--- config.mk ---
export PLATFORM = sky130hd
export DESIGN_NAME = cluster_axi2per_bridge
export DESIGN_NICKNAME = d
export VERILOG_FILES = /design/src/rtl/cluster_axi2per_bridge.sv
export SDC_FILE = /design/constraint.sdc
export NUM_CORES = 1
export LEC_CHECK = 0
export CAP_MARGIN = 20
export CORE_AREA = 8 8 177 179
export CTS_BUF_LIST = sky130_fd_sc_hd__clkbuf_16
export DETAILED_ROUTE_END_ITERATION = 10
export DIE_AREA = 0 0 185 187
export GPL_ROUTABILITY_DRIVEN = 0
export GPL_TIMING_DRIVEN = 0
export PLACE_DENSITY_LB_ADDON = 0.25
export SLEW_MARGIN = 20
export SYNTH_ARGS = -nofsm -noshare
export SYNTH_HDL_FRONTEND = slang
export SYNTH_SLANG_ARGS = --single-unit
--- constraint.sdc ---
create_clock -name clk_i -period 7.3 [get_ports clk_i]
set_clock_uncertainty 0.1 [all_clocks]
set_input_delay 1.825 -clock clk_i [delete_from_list [all_inputs] [get_ports clk_i]]
set_output_delay 1.825 -clock clk_i [all_outputs]
set_load 0.05 [all_outputs]
--- src/rtl/cluster_axi2per_bridge.sv ---
// cluster_axi2per_bridge
//   AXI4 slave to PULP peripheral-bus master. Each AXI burst is split into
//   single-beat peripheral transactions (req/gnt, then r_valid). One burst is
//   in flight at a time, and its responses carry the ID of the burst.
//
// Ports
//   clk_i, rst_ni              clock, async active-low reset
//   aw_* / ar_*                AXI write/read address channels
//   w_*                        AXI write data channel
//   b_*                        AXI write response channel
//   r_*                        AXI read data channel
//   per_req_o .. per_be_o      peripheral request side
//   per_gnt_i, per_r_*         peripheral grant and response side
//
// State | meaning
//   IDLE    | arbitrate AW/AR, latch burst attributes
//   RD_REQ  | read request on peripheral bus, waiting for grant
//   RD_WAIT | waiting for the read response
//   RD_OUT  | presenting one R beat until it is taken
//   WR_DATA | waiting for one W beat
//   WR_REQ  | write request on peripheral bus, waiting for grant
//   WR_WAIT | waiting for the write response
//   WR_RESP | presenting B until it is taken
module cluster_axi2per_bridge #(
  parameter int AXI_ADDR_WIDTH = 48,
  parameter int AXI_DATA_WIDTH = 64,
  parameter int AXI_ID_WIDTH   = 6,
  parameter int PER_ADDR_WIDTH = 32
) (
  input  logic                        clk_i,
  input  logic                        rst_ni,
  input  logic                        aw_valid_i,
  output logic                        aw_ready_o,
  input  logic [AXI_ID_WIDTH-1:0]     aw_id_i,
  input  logic [AXI_ADDR_WIDTH-1:0]   aw_addr_i,
  input  logic [7:0]                  aw_len_i,
  input  logic [2:0]                  aw_size_i,
  input  logic [1:0]                  aw_burst_i,
  input  logic                        ar_valid_i,
  output logic                        ar_ready_o,
  input  logic [AXI_ID_WIDTH-1:0]     ar_id_i,
  input  logic [AXI_ADDR_WIDTH-1:0]   ar_addr_i,
  input  logic [7:0]                  ar_len_i,
  input  logic [2:0]                  ar_size_i,
  input  logic [1:0]                  ar_burst_i,
  input  logic                        w_valid_i,
  output logic                        w_ready_o,
  input  logic [AXI_DATA_WIDTH-1:0]   w_data_i,
  input  logic [AXI_DATA_WIDTH/8-1:0] w_strb_i,
  input  logic                        w_last_i,
  output logic                        b_valid_o,
  input  logic                        b_ready_i,
  output logic [AXI_ID_WIDTH-1:0]     b_id_o,
  output logic [1:0]                  b_resp_o,
  output logic                        r_valid_o,
  input  logic                        r_ready_i,
  output logic [AXI_ID_WIDTH-1:0]     r_id_o,
  output logic [AXI_DATA_WIDTH-1:0]   r_data_o,
  output logic [1:0]                  r_resp_o,
  output logic                        r_last_o,
  output logic                        per_req_o,
  input  logic                        per_gnt_i,
  output logic [PER_ADDR_WIDTH-1:0]   per_add_o,
  output logic                        per_wen_o,
  output logic [AXI_DATA_WIDTH-1:0]   per_wdata_o,
  output logic [AXI_DATA_WIDTH/8-1:0] per_be_o,
  input  logic                        per_r_valid_i,
  input  logic [AXI_DATA_WIDTH-1:0]   per_r_rdata_i,
  input  logic                        per_r_opc_i
);

  localparam int STRB_W = AXI_DATA_WIDTH / 8;
  localparam logic [1:0] RESP_OKAY   = 2'b00;
  localparam logic [1:0] RESP_SLVERR = 2'b10;
  localparam logic [1:0] BURST_FIXED = 2'b00;

  typedef enum logic [2:0] {
    IDLE, RD_REQ, RD_WAIT, RD_OUT, WR_DATA, WR_REQ, WR_WAIT, WR_RESP
  } state_e;

  state_e                    state_q, state_d;
  logic                      prio_q, prio_d;   // 1 = write wins a tie
  logic [AXI_ID_WIDTH-1:0]   id_q, id_d;
  logic [AXI_ADDR_WIDTH-1:0] addr_q, addr_d;
  logic [7:0]                len_q, len_d;
  logic [2:0]                size_q, size_d;
  logic [1:0]                burst_q, burst_d;
  logic [7:0]                beat_q, beat_d;
  logic                      err_q, err_d;
  logic [AXI_DATA_WIDTH-1:0] rdata_q, rdata_d;
  logic [1:0]                rresp_q, rresp_d;
  logic                      rlast_q, rlast_d;
  logic [AXI_DATA_WIDTH-1:0] wdata_q, wdata_d;
  logic [STRB_W-1:0]         wstrb_q, wstrb_d;
  logic                      wlast_q, wlast_d;

  logic                      aw_sel, ar_sel;
  logic [AXI_ADDR_WIDTH-1:0] addr_step, addr_next;

  assign aw_sel = aw_valid_i && (!ar_valid_i || prio_q);
  assign ar_sel = ar_valid_i && !aw_sel;

  // WRAP bursts advance like INCR; only FIXED holds the address.
  assign addr_step = {{(AXI_ADDR_WIDTH-1){1'b0}}, 1'b1} << size_q;
  assign addr_next = (burst_q == BURST_FIXED) ? addr_q : addr_q + addr_step;

  assign per_add_o   = addr_q[PER_ADDR_WIDTH-1:0];
  assign per_wdata_o = wdata_q;
  assign r_id_o      = id_q;
  assign r_data_o    = rdata_q;
  assign r_resp_o    = rresp_q;
  assign r_last_o    = rlast_q;
  assign b_id_o      = id_q;
  assign b_resp_o    = err_q ? RESP_SLVERR : RESP_OKAY;

  always_comb begin
    state_d    = state_q;
    prio_d     = prio_q;
    id_d       = id_q;
    addr_d     = addr_q;
    len_d      = len_q;
    size_d     = size_q;
    burst_d    = burst_q;
    beat_d     = beat_q;
    err_d      = err_q;
    rdata_d    = rdata_q;
    rresp_d    = rresp_q;
    rlast_d    = rlast_q;
    wdata_d    = wdata_q;
    wstrb_d    = wstrb_q;
    wlast_d    = wlast_q;
    aw_ready_o = 1'b0;
    ar_ready_o = 1'b0;
    w_ready_o  = 1'b0;
    b_valid_o  = 1'b0;
    r_valid_o  = 1'b0;
    per_req_o  = 1'b0;
    per_wen_o  = 1'b0;
    per_be_o   = '0;

    unique case (state_q)
      IDLE: begin
        aw_ready_o = aw_sel;
        ar_ready_o = ar_sel;
        if (aw_valid_i && ar_valid_i) prio_d = !prio_q;
        if (aw_sel) begin
          id_d    = aw_id_i;
          addr_d  = aw_addr_i;
          len_d   = aw_len_i;
          size_d  = aw_size_i;
          burst_d = aw_burst_i;
          beat_d  = '0;
          err_d   = 1'b0;
          state_d = WR_DATA;
        end else if (ar_sel) begin
          id_d    = ar_id_i;
          addr_d  = ar_addr_i;
          len_d   = ar_len_i;
          size_d  = ar_size_i;
          burst_d = ar_burst_i;
          beat_d  = '0;
          err_d   = 1'b0;
          state_d = RD_REQ;
        end
      end
      RD_REQ: begin
        per_req_o = 1'b1;
        per_wen_o = 1'b1;
        per_be_o  = '1;
        if (per_gnt_i) state_d = RD_WAIT;
      end
      RD_WAIT: begin
        if (per_r_valid_i) begin
          rdata_d = per_r_rdata_i;
          rresp_d = per_r_opc_i ? RESP_SLVERR : RESP_OKAY;
          rlast_d = (beat_q == len_q);
          state_d = RD_OUT;
        end
      end
      RD_OUT: begin
        r_valid_o = 1'b1;
        if (r_ready_i) begin
          if (rlast_q) begin
            state_d = IDLE;
          end else begin
            beat_d  = beat_q + 8'd1;
            addr_d  = addr_next;
            state_d = RD_REQ;
          end
        end
      end
      WR_DATA: begin
        w_ready_o = 1'b1;
        if (w_valid_i) begin
          wdata_d = w_data_i;
          wstrb_d = w_strb_i;
          wlast_d = w_last_i;
          state_d = WR_REQ;
        end
      end
      WR_REQ: begin
        per_req_o = 1'b1;
        per_wen_o = 1'b0;
        per_be_o  = wstrb_q;
        if (per_gnt_i) state_d = WR_WAIT;
      end
      WR_WAIT: begin
        if (per_r_valid_i) begin
          // A W beat flagged last before len is reached truncates the burst
          // and is reported as a slave error.
          err_d = err_q || per_r_opc_i || (wlast_q && (beat_q != len_q));
          if ((beat_q == len_q) || wlast_q) begin
            state_d = WR_RESP;
          end else begin
            beat_d  = beat_q + 8'd1;
            addr_d  = addr_next;
            state_d = WR_DATA;
          end
        end
      end
      WR_RESP: begin
        b_valid_o = 1'b1;
        if (b_ready_i) state_d = IDLE;
      end
      default: state_d = IDLE;
    endcase
  end

  always_ff @(posedge clk_i or negedge rst_ni) begin
    if (!rst_ni) begin
      state_q <= IDLE;
      prio_q  <= 1'b1;
      id_q    <= '0;
      addr_q  <= '0;
      len_q   <= '0;
      size_q  <= '0;
      burst_q <= '0;
      beat_q  <= '0;
      err_q   <= 1'b0;
      rdata_q <= '0;
      rresp_q <= '0;
      rlast_q <= 1'b0;
      wdata_q <= '0;
      wstrb_q <= '0;
      wlast_q <= 1'b0;
    end else begin
      state_q <= state_d;
      prio_q  <= prio_d;
      id_q    <= id_d;
      addr_q  <= addr_d;
      len_q   <= len_d;
      size_q  <= size_d;
      burst_q <= burst_d;
      beat_q  <= beat_d;
      err_q   <= err_d;
      rdata_q <= rdata_d;
      rresp_q <= rresp_d;
      rlast_q <= rlast_d;
      wdata_q <= wdata_d;
      wstrb_q <= wstrb_d;
      wlast_q <= wlast_d;
    end
  end

endmodule

# ---- Word-level counts from Yosys, hierarchy flattened
# Index checks and enable logic that the tools add are counted.
# W data, S select, Z words.
dict set report classes {
  reduce_logical 24
  shifts 1
  n_eq_ne 19
  n_addsub 2
  muxes 49
}
# op n
set ops {}
lappend ops {{$mux W48} 7}
lappend ops {{$pmux W48 S3} 1}
lappend ops {{$mux W8} 8}
lappend ops {{$add A48 B48 Y48} 1}
lappend ops {{$shl A1 B3 Y48 const A} 1}
lappend ops {{$mux W3} 11}
lappend ops {{$pmux W3 S8} 1}
lappend ops {{$pmux W8 S3} 1}
lappend ops {{$ne A2 B2 Y1 const B} 9}
lappend ops {{$pmux W8 S2} 1}
lappend ops {{$eq A3 B3 Y1 const B} 4}
lappend ops {{$mux W6} 2}
lappend ops {{$mux W1} 11}
lappend ops {{$mux W2} 5}
lappend ops {{$add A8 B1 Y8 const B} 1}
lappend ops {{$eq A8 B8 Y1} 1}
lappend ops {{$ne A8 B8 Y1} 1}
lappend ops {{$reduce_and A2 Y1} 4}
lappend ops {{$reduce_and A8 Y1} 1}
lappend ops {{$eq A3 B2 Y1 const B} 2}
lappend ops {{$reduce_and A6 Y1} 1}
lappend ops {{$logic_and A1 B1 Y1} 4}
lappend ops {{$logic_or A1 B1 Y1} 4}
lappend ops {{$reduce_bool A2 Y1} 2}
lappend ops {{other kinds (9)} 11}
dict set report totals {
  inputBits 281
  output_inout_bits 192
  register_bits 220
  wordCells 110
}

# ---- Logic depth before layout (Yosys ltp)
# Gate-level depths: netlist (run 1).
dict set report logic_depth {
  depth_word 8
  mapped_depth 11
  depth_no_buf 9
}

# ---- Worst setup path after synthesis (run 1)
# Ideal clock, no wire load.
dict set report synth_timing {
  kind {input to output}
  start {input ar_valid_i}
  end {output ar_ready_o}
  path_stages 6
  path_slack_ps 2254
  path_buffers 3
  arrival_ps 3121
  t_required_ps 5375
  cell_sequence {inv_1 -> o21ai_0 -> buf_2 -> buf_4 -> buf_2 -> and3_1}
}
dict set report synth_via {
  elab_chain_len 6
}
# element line
set synth_lines {}
lappend synth_lines {{from (decl)} 39} ;# input logic ar_valid_i,
lappend synth_lines {{$logic_not A1 Y1} 100} ;# assign aw_sel = aw_valid_i && (!ar_valid_i || prio_q);
lappend synth_lines {{$logic_or A1 B1 Y1} 100}
lappend synth_lines {{$logic_and A1 B1 Y1} 100}
lappend synth_lines {{$logic_not A1 Y1} 101} ;# assign ar_sel = ar_valid_i && !aw_sel;
lappend synth_lines {{$logic_and A1 B1 Y1 *} 101}
lappend synth_lines {{$mux W1 *} 141} ;# unique case (state_q)
lappend synth_lines {{to (decl)} 40} ;# output logic ar_ready_o,
# Mark *: on every way between the ends. The rest lies on a longest branch, timed or not.

# ---- Worst setup path in the final report (run 1)
# Same ends and word-level chain as after synthesis.

==> results.md, run 1 <==
- Worst min path class: reg -> reg
- First-pass GRT wire length: 57330 µm
- GRT Util Overall: ~21%
- IO Pins: approximately 470
- Relative slew slack: approximately half
- CP endpoint kind: output pin
- Fin util: 54.63%
- Vias in the first global route: 9402
- Post-Syn Area: 9768 µm²
- Status: complete, no violations
- Post-DR wirelength/cell: 22.28 µm
- Post-synth top flop: dfrtp_1
- CTS Sinks: 203
- Reg-to-reg endpoint: addr_q[28]
- Worst path required time: 5380 ps
- FF-to-FF setup slack: around 3900 ps
- Placed inst area: 14700 µm²
- Initial DRC Count: about 530
- Average size of a mapped cell: about 12 µm²
- Clk_lat worst skew: 530 ps
- Initial Util: about 34%
- Total power: ~8.4 mW
- Worst Setup SP: ar_valid_i
- Final instance area: 15510 µm²
- Count leader, synth: dfrtp_1
- # hold bufs at CTS: 0
- Postcts setup bufs: 0
- Cells after Synth: 845
- Worst setup SP type: primary input
- Hold WS: roughly 390 ps
- Fin cells: 1718
- Placed cell count: around 1700
- GRT overflow: 0
- Drt total wl: 38280 µm
- Total die area: 34600 µm²
- Largest net degree at the start of global routing: 87
- Detailed-route DRC error count: 0
- Area contributors post-synth: dfrtp_1, mux2_2, mux2i_1
- Post-detail-place hpwl: 29920 µm
- Sequential area share after synthesis: 52.02%
- H-tree Lvls: 1
- Buffers on Ports: 438
- Type of the worst setup path: in -> out
- Setup crit end: ar_ready_o
- Fmax: 154.0 MHz
- Crit path DAT: 4570 ps
- Clk slew on worst S/H paths: 60 ps
- Final ANT Viol Nets: 0
- DR pass1 iterations: 5
- CTS Root Buffer Type: clkbuf_16
- Max Fanout on Critical Path: 10
- CTS tree: done
- Clock Path Buffers: 3
- Power density over cell area: about 540 nW/µm²
- R2r startpoint: size_q[0]
- Maximum VDD drop: 309.7 µV
- Pins Over Slew Limit: 0
- TritonCTS Buffers: 25
- Row count: 62
- #FFs+latches synth: 203
- Hold Vio Cnt, Final: 0
- Area share of the largest cell type after synthesis: 51.75%
- Area grow syn2layout: 58.79%
- Share of cells above drive strength 1: 17.94%
- Max cap viols: 0
- Synth async-reset ratio: 100.0%
- Post_cts resized: 0
- Period Utilization, post-route: 88.93%
- Die height: 187 µm
- Min Tclk post-route: 6492 ps
- Drt via density: between 5 and 6
- Die Wd: 185 µm
- EDFF count, synth: 0
- Synth unique cells: a little over 60
- Nets@finish: ~1600
- Unrepaired setup endpoints after global routing: false
- Initial antenna violation count: 3
- Leak: 6.654 nW
- Core area: between 20000 and 30000 µm²
- Synth top cells by count: dfrtp_1, mux2_2, nand2_1
- Synthesis Warnings: 0
- Path depth of the worst reg2reg path: 11
- Yosys top cell by area: dfrtp_1
- DR vias: 8655
- Worst Tran Pin Value: 739.8 ps
- Final Setup Violations: 0
-- layer usage --
metal	wire length, µm	track usage (%)	vias to the layer above
met5	12	0	-
li1	-	-	3986
met3	4193	8.897	32
met4	449	4.187	2
met2	19730	38.73	364
met1	13900	23.16	4271
-- critical path: stages --
cell and delay, ps:
clkdlybuf4s50_1 560, inv_1 50, o21ai_0 150, buf_2 280
buf_4 280, buf_2 330, and3_1 200, clkdlybuf4s50_1 860
-- logic make-up (layout without fill, tap and decap cells) --
family | after synthesis | in the layout | share of synthesized area, %
other | 1 | 4 | 0.03839
adder cells (fa/ha/maj) | 10 | 10 | 1.358
buffers and inverters | 84 | 570 | 4.368
XOR/XNOR | 16 | 16 | 1.435
flip-flops | 203 | 203 | 52.02
multiplexers | 180 | 180 | 20.25
AND/OR/NAND/NOR | 165 | 165 | 8.518
AO/OA/AOI/OAI | 186 | 186 | 12.02
-- sequential cells by signal, summed over array words and instances, names as in the netlist --
signal,count
r_resp_o,1
prio_q,1
burst_q,2
b_id_o,6
per_wdata_o,64
r_last_o,1
wstrb_q,8
size_q,3
len_q,8
state_q,3
wlast_q,1
beat_q,8
err_q,1
r_data_o,64
addr_q,32
-- through the flow --
step	setup TNS, ps	setup WS, ps
after floorplan	0	2254
after global placement	-971510	-4817
after detailed placement	0	755.5
after CTS	0	752.9
after global routing	0	656.6
final	0	808.1
-- report_power, final --
part / switching, mW / internal (mW)
Clock: 0.505 / 0.729
Sequential: 0.362 / 1.68
Combinational: 3.27 / 1.82
-- worst min path at each step --
| stage | startpoint | cells after the start | endpoint |
|---|---|---|---|
| after floorplan | burst_q[1] | 2 | burst_q[1] |
| after global placement | burst_q[1] | 2 | burst_q[1] |
| after detailed placement | burst_q[1] | 2 | burst_q[1] |
| after CTS | prio_q | 1 | prio_q |
| after global routing | prio_q | 1 | prio_q |
| final | err_q | 2 | err_q |
-- final cells by class --
type                       instances  area (µm²)
timing repair buffer             440        4444
fill                            2547       12880
sequential                       203        5081
buffer                            63       347.8
clock buffer                      25       625.6
inverter                          21       78.83
antenna                            2       5.005
tap                              384       480.5
clock inverter                    21       183.9
multi-input combinational        559        4264
-- cells in the final DEF, fill, tap and decap left out, drive strengths merged, types with 17 or more instances in the layout --
cell / Yosys / routed
nand2: 71 / 71
nand3: 17 / 17
mux2: 141 / 141
clkbuf: 18 / 43
a21oi: 50 / 50
buf: 45 / 48
clkdlybuf4s50: 0 / 437
dfrtp: 202 / 202
o21ai: 58 / 58
inv: 21 / 24
nor2: 23 / 23
mux2i: 39 / 39
No activity file was read; power rests on OpenSTA's default activity.
==> inputs of run 2 (changes only) <==
--- a/config.mk
+++ b/config.mk
@@ -5,9 +5,9 @@
 export SDC_FILE = /design/constraint.sdc
 export NUM_CORES = 1
 export LEC_CHECK = 0
-export CAP_MARGIN = 20
 export CORE_AREA = 8 8 177 179
 export CTS_BUF_LIST = sky130_fd_sc_hd__clkbuf_16
+export CTS_CLUSTER_DIAMETER = 30
 export DETAILED_ROUTE_END_ITERATION = 10
 export DIE_AREA = 0 0 185 187
 export GPL_ROUTABILITY_DRIVEN = 0
==> run 2 against run 1 <==
Register-to-register slack hardly changed. Non-clock buffer count stayed put. Sequential power about the same. Critical endpoint unchanged. Count of clock-buffer cells in the layout increased by 29. Critical path depth stayed put. Clock power rose by 100%. Combinational power hardly changed.
==> results.md, run 2 (same netlist as run 1, synthesis figures left out) <==
- Area grow syn2layout: 70.17%
- Max cap viols: 0
- Die height: between 150 and 200 µm
- Pins Over Slew Limit: 0
- Total die area: 34600 µm²
- H-tree Lvls: 2
- Worst Setup SP: ar_valid_i
- CP Cell Sequence: clkdlybuf4s50_1, inv_1, o21ai_0, buf_2, buf_4, buf_2, and3_1, clkdlybuf4s50_1
- Reg-to-reg endpoint: addr_q[28]
- GRT overflow: 0
- Postcts setup bufs: 0
- First-pass GRT wire length: 58990 µm
- Vias in the first global route: 9806
- Status: complete, no violations
- DR pass1 iterations: 4
- Fmax: approximately 150 MHz
- Leak: 7.200 nW
- Initial DRC Count: between 500 and 600
- Drt via density: roughly 5
- Final instance area: approximately 17000 µm²
- DR vias: 8854
- Hold Vio Cnt, Final: 0
- Crit path DAT: about 4600 ps
- Area of the multi-input gates: ~4300 µm²
- Core area: 28390 µm²
- Final Setup Violations: 0
- Final setup margin: 801.1 ps
- Worst path required time: 5380 ps
- CTS tree: done
- Worst setup SP type: primary input
- CTS Sinks: 203
- Initial Util: 34.40%
- Final ANT Viol Nets: 0
- Row count: slightly above 60
- Commonest non-fill, non-tap cell in the layout: clkdlybuf4s50_1
- Min Tclk post-route: 6499 ps
- Worst min path class: reg -> reg
- Maximum VDD drop: 325.8 µV
- Unrepaired setup endpoints after global routing: false
- Number of fillers in the final layout: 2437
- Initial antenna violation count: 5
- Post-DR wirelength/cell: 22.12 µm
- CP endpoint kind: output pin
- Placed cell count: 1670
- IO Pins: 473
- Clk_lat worst skew: between 500 and 600 ps
- Type of the worst setup path: in -> out
- Drt total wl: ~39000 µm
- Relative slew slack: 51.71%
- Slowest stage cell, crit path: clkdlybuf4s50_1
- Fin util: 58.54%
- Path depth of the worst reg2reg path: 11
- Clock Path Buffers: 3
- Period Utilization, post-route: 89.03%
- Largest net degree at the start of global routing: 87
- GRT Util Overall: roughly 22%
- Fin cells: approximately 1800
- TritonCTS Buffers: 53
- Hold WS: 381.7 ps
- Max Fanout on Critical Path: 10
- Power density over cell area: 579.6 nW/µm²
- R2r startpoint: size_q[0]
- Clk slew on worst S/H paths: ~40 ps
- Die Wd: around 190 µm
- Post-detail-place hpwl: 29920 µm
- CTS Root Buffer Type: clkbuf_16
- Sequential cell area: between 5000 and 6000 µm²
- Post_cts resized: 0
- FF-to-FF setup slack: roughly 3900 ps
- Share of cells above drive strength 1: 20.23%
- # hold bufs at CTS: 0
- Buffers on Ports: 438
- Worst Tran Pin Value: 722.0 ps
- Post-place setup slack: between 700 and 800 ps
- Most frequent cells in the layout: clkdlybuf4s50_1, dfrtp_1, mux2_2, nand2_1, o21ai_0
- Nets@finish: 1632
- Detailed-route DRC error count: 0
- Slowest stage delay, CP: about 860 ps
- Setup crit end: ar_ready_o
- Placed inst area: 14700 µm²
run 2: worst max-delay path, delay by kind of cell:
kind            cells  cell delay (ps)
compound gates      1              150
simple gates        1              200
buf+inv             6             2380
run 2: area by class of cell:
type | count | share of cell area [%]
multi-input cells | 559 | 25.65
flip-flops and latches | 203 | 30.57
clock inverters | 44 | 3.395
repair buffers | 440 | 26.74
well taps | 384 | 2.890
plain buffers | 63 | 2.093
diodes | 4 | 0.06022
inverters | 21 | 0.4742
clock buffers | 54 | 8.129
run 2: how the worst min path moves through the flow:
stage | end | start | cells past startpoint | slack, ps
after floorplan | burst_q[1] | burst_q[1] | 2 | 340
after global placement | burst_q[1] | burst_q[1] | 2 | 370
after detailed placement | burst_q[1] | burst_q[1] | 2 | 380
after CTS | err_q | err_q | 2 | 390
after global routing | prio_q | prio_q | 1 | 400
final | err_q | err_q | 2 | 380
run 2: per-layer routing:
layer	vias to the layer above	part of all wire, %	track usage [%]
met1	4350	36	23.18
met3	51	11	9.771
li1	4064	-	-
met2	387	51	39.43
met4	2	1.8	6.188
met5	-	0.031	0
run 2: metrics by stage:
stage / total power, mW / setup TNS (ps)
floorplan: 5.304 / 0
global placement: 7.091 / -971510
detailed placement: 7.143 / 0
CTS: 9.705 / 0
global route: 10.06 / 0
finish: 9.634 / 0
run 2: power breakdown:
part	total, mW	switching [mW]	internal, mW
clock	2.49	0.706	1.78
combinational	5.09	3.27	1.82
sequential	2.05	0.365	1.69
==> inputs of run 3 (changes only) <==
--- a/config.mk
+++ b/config.mk
@@ -5,11 +5,12 @@
 export SDC_FILE = /design/constraint.sdc
 export NUM_CORES = 1
 export LEC_CHECK = 0
-export CORE_AREA = 8 8 177 179
+export ABC_CLOCK_PERIOD_IN_PS = 6500
+export CORE_AREA = 8 8 178 180
 export CTS_BUF_LIST = sky130_fd_sc_hd__clkbuf_16
 export CTS_CLUSTER_DIAMETER = 30
 export DETAILED_ROUTE_END_ITERATION = 10
-export DIE_AREA = 0 0 185 187
+export DIE_AREA = 0 0 186 188
 export GPL_ROUTABILITY_DRIVEN = 0
 export GPL_TIMING_DRIVEN = 0
 export PLACE_DENSITY_LB_ADDON = 0.25
==> constraint.sdc (replaced) <==
create_clock -name clk_i -period 6.5 [get_ports clk_i]
set_clock_uncertainty 0.1 [all_clocks]
set_input_delay 1.625 -clock clk_i [delete_from_list [all_inputs] [get_ports clk_i]]
set_output_delay 1.625 -clock clk_i [all_outputs]
set_load 0.05 [all_outputs]
==> run 3 against run 2 <==
Sequential power is 12% higher. Non-clock buffer count stayed put. Combinational power is 12% higher. Critical path type unchanged.
==> results.md, run 3 (same netlist as run 1, synthesis figures left out) <==
- Area grow syn2layout: 70.27%
- Max cap viols: 0
- Final Setup Violations: 0
- Largest net degree at the start of global routing: 95
- Number of fillers in the final layout: 2533
- Power density over cell area: approximately 650 nW/µm²
- Slowest stage cell, crit path: clkdlybuf4s50_1
- Period Utilization, post-route: between 90% and 100%
- GRT overflow: 0
- Post-detail-place hpwl: 28830 µm
- Worst min path class: reg -> reg
- Initial DRC Count: roughly 670
- Total die area: 34970 µm²
- Worst Tran Pin Value: 700.9 ps
- Setup_tns: 0 ps
- TritonCTS Buffers: 50
- Worst setup SP type: primary input
- Final ANT Viol Nets: 0
- Path depth of the worst reg2reg path: 11
- Worst min-delay path startpoint: err_q
- Drt total wl: 37850 µm
- Post-DR wirelength/cell: between 20 and 25 µm
- Met3 GRT Util: 9.599%
- Initial antenna violation count: 5
- GRT Util Overall: 21.19%
- Share of cells above drive strength 1: between 20% and 30%
- Vias in the first global route: slightly below 10000
- Fmax: 163.4 MHz
- FF-to-FF setup slack: ~3100 ps
- Hold Vio Cnt, Final: 0
- CP Cell Sequence: clkdlybuf4s50_1, inv_1, o21ai_0, buf_2, buf_4, buf_2, and3_1, clkdlybuf4s50_1
- Worst path required time: 4780 ps
- Clock Path Buffers: 3
- Die height: 188 µm
- Most frequent cells in the layout: clkdlybuf4s50_1, dfrtp_1, mux2_2, nand2_1, o21ai_0
- Placed cell count: between 1500 and 2000
- Initial Util: between 30% and 40%
- Clk_lat worst skew: 530 ps
- Max Fanout on Critical Path: 10
- Postcts setup bufs: 0
- Clk slew on worst S/H paths: 40 ps
- R2r startpoint: size_q[1]
- Reg-to-reg endpoint: addr_q[28]
- DR pass1 iterations: 5
- Leak: between 7 and 8 nW
- Worst Hold Path EP: err_q
- CP endpoint kind: output pin
- Die Wd: 186 µm
- Hold depth: 2
- # hold bufs at CTS: 0
- Min Tclk post-route: 6120 ps
- CTS Sinks: 203
- IO Pins: approximately 470
- Post_cts resized: 0
- Crit path DAT: 4400 ps
- Post-place setup slack: 349.0 ps
- Fin cells: about 1800
- Met2 usage: a little under two fifths
- Top delay family on crit path: buffers and inverters
- Detailed-route DRC error count: 0
- Type of the worst setup path: in -> out
- First-pass GRT wire length: 57250 µm
- Core area: between 20000 and 30000 µm²
- Buffers on Ports: around 440
- Relative slew slack: 53.12%
- DR vias: 8745
- Layer with the highest usage: met2
- Nets@finish: 1629
- Commonest non-fill, non-tap cell in the layout: clkdlybuf4s50_1
- Met1 Usage GRT: approximately 22%
- Fin util: 57.34%
- CTS Root Buffer Type: clkbuf_16
- Unrepaired setup endpoints after global routing: false
- CTS tree: done
- Drt via density: 4.927
- Maximum VDD drop: 446.5 µV
- Pins Over Slew Limit: 0
- Slowest stage delay, CP: 840 ps
- H-tree Lvls: 2
- Status: complete, no violations
- WP buf/inv: 6
- Row count: 63
- Final setup margin: 379.6 ps
==> run 3: changes by cell type in the layout (fill, tap and decap cells not counted), sizes merged <==
cell      delta
clkinv       -3
inv          +2
clkbuf       -4
clkinvlp     -3
bufinv       +4
diode        +1
==> run 3: cell type report <==
type | instances | area, µm² | area share, %
diodes | 5 | 12.51 | 0.07523
multi-input cells | 559 | 4264 | 25.64
flip-flops and latches | 203 | 5081 | 30.55
repair buffers | 440 | 4444 | 26.72
inverters | 21 | 78.83 | 0.4739
clock inverters | 44 | 664.4 | 3.995
clock buffers | 50 | 1251 | 7.523
plain buffers | 63 | 347.8 | 2.091
well taps | 390 | 488.0 | 2.934
==> run 3: worst reg2reg max path, stage by stage, from the launching register on <==
cell and delay, ps:
dfrtp_1 310, clkbuf_1 350, nor3_1 100, ha_1 230, fa_1 440, a211oi_1 330
o21ai_2 150, o211ai_2 360, or2_1 150, clkbuf_1 360, o32ai_1 150, a22o_1 210
==> run 3: worst max path at each step <==
stage,from,end,cells after the start
floorplan,ar_valid_i,ar_ready_o,6
global placement,rst_ni,b_id_o[3],1
detailed placement,ar_valid_i,ar_ready_o,8
CTS,ar_valid_i,ar_ready_o,8
global route,ar_valid_i,ar_ready_o,8
finish,ar_valid_i,ar_ready_o,8
==> run 3: metal layers <==
metal	wire length [µm]	part of all wire, %
met1	13640	36
met2	19450	51
met3	4152	11
met4	603	1.6
met5	0	0
==> run 3: report_power, final <==
part	total (mW)	leakage [nW]	switching [mW]	internal, mW
sequential	2.30	2.44	0.404	1.90
clock	2.85	0.955	0.785	2.07
combinational	5.68	3.81	3.64	2.04
total	10.8	7.21	4.83	6.00
==> run 3: through the flow <==
step	cell area [µm²]	hold WS [ps]	total power [mW]
floorplan	9772	343.4	5.957
global placement	14640	363.4	7.934
detailed placement	14700	371.8	7.988
global route	16630	400.4	11.35
finish	16630	380.4	10.83
CTS	16620	384.9	10.92
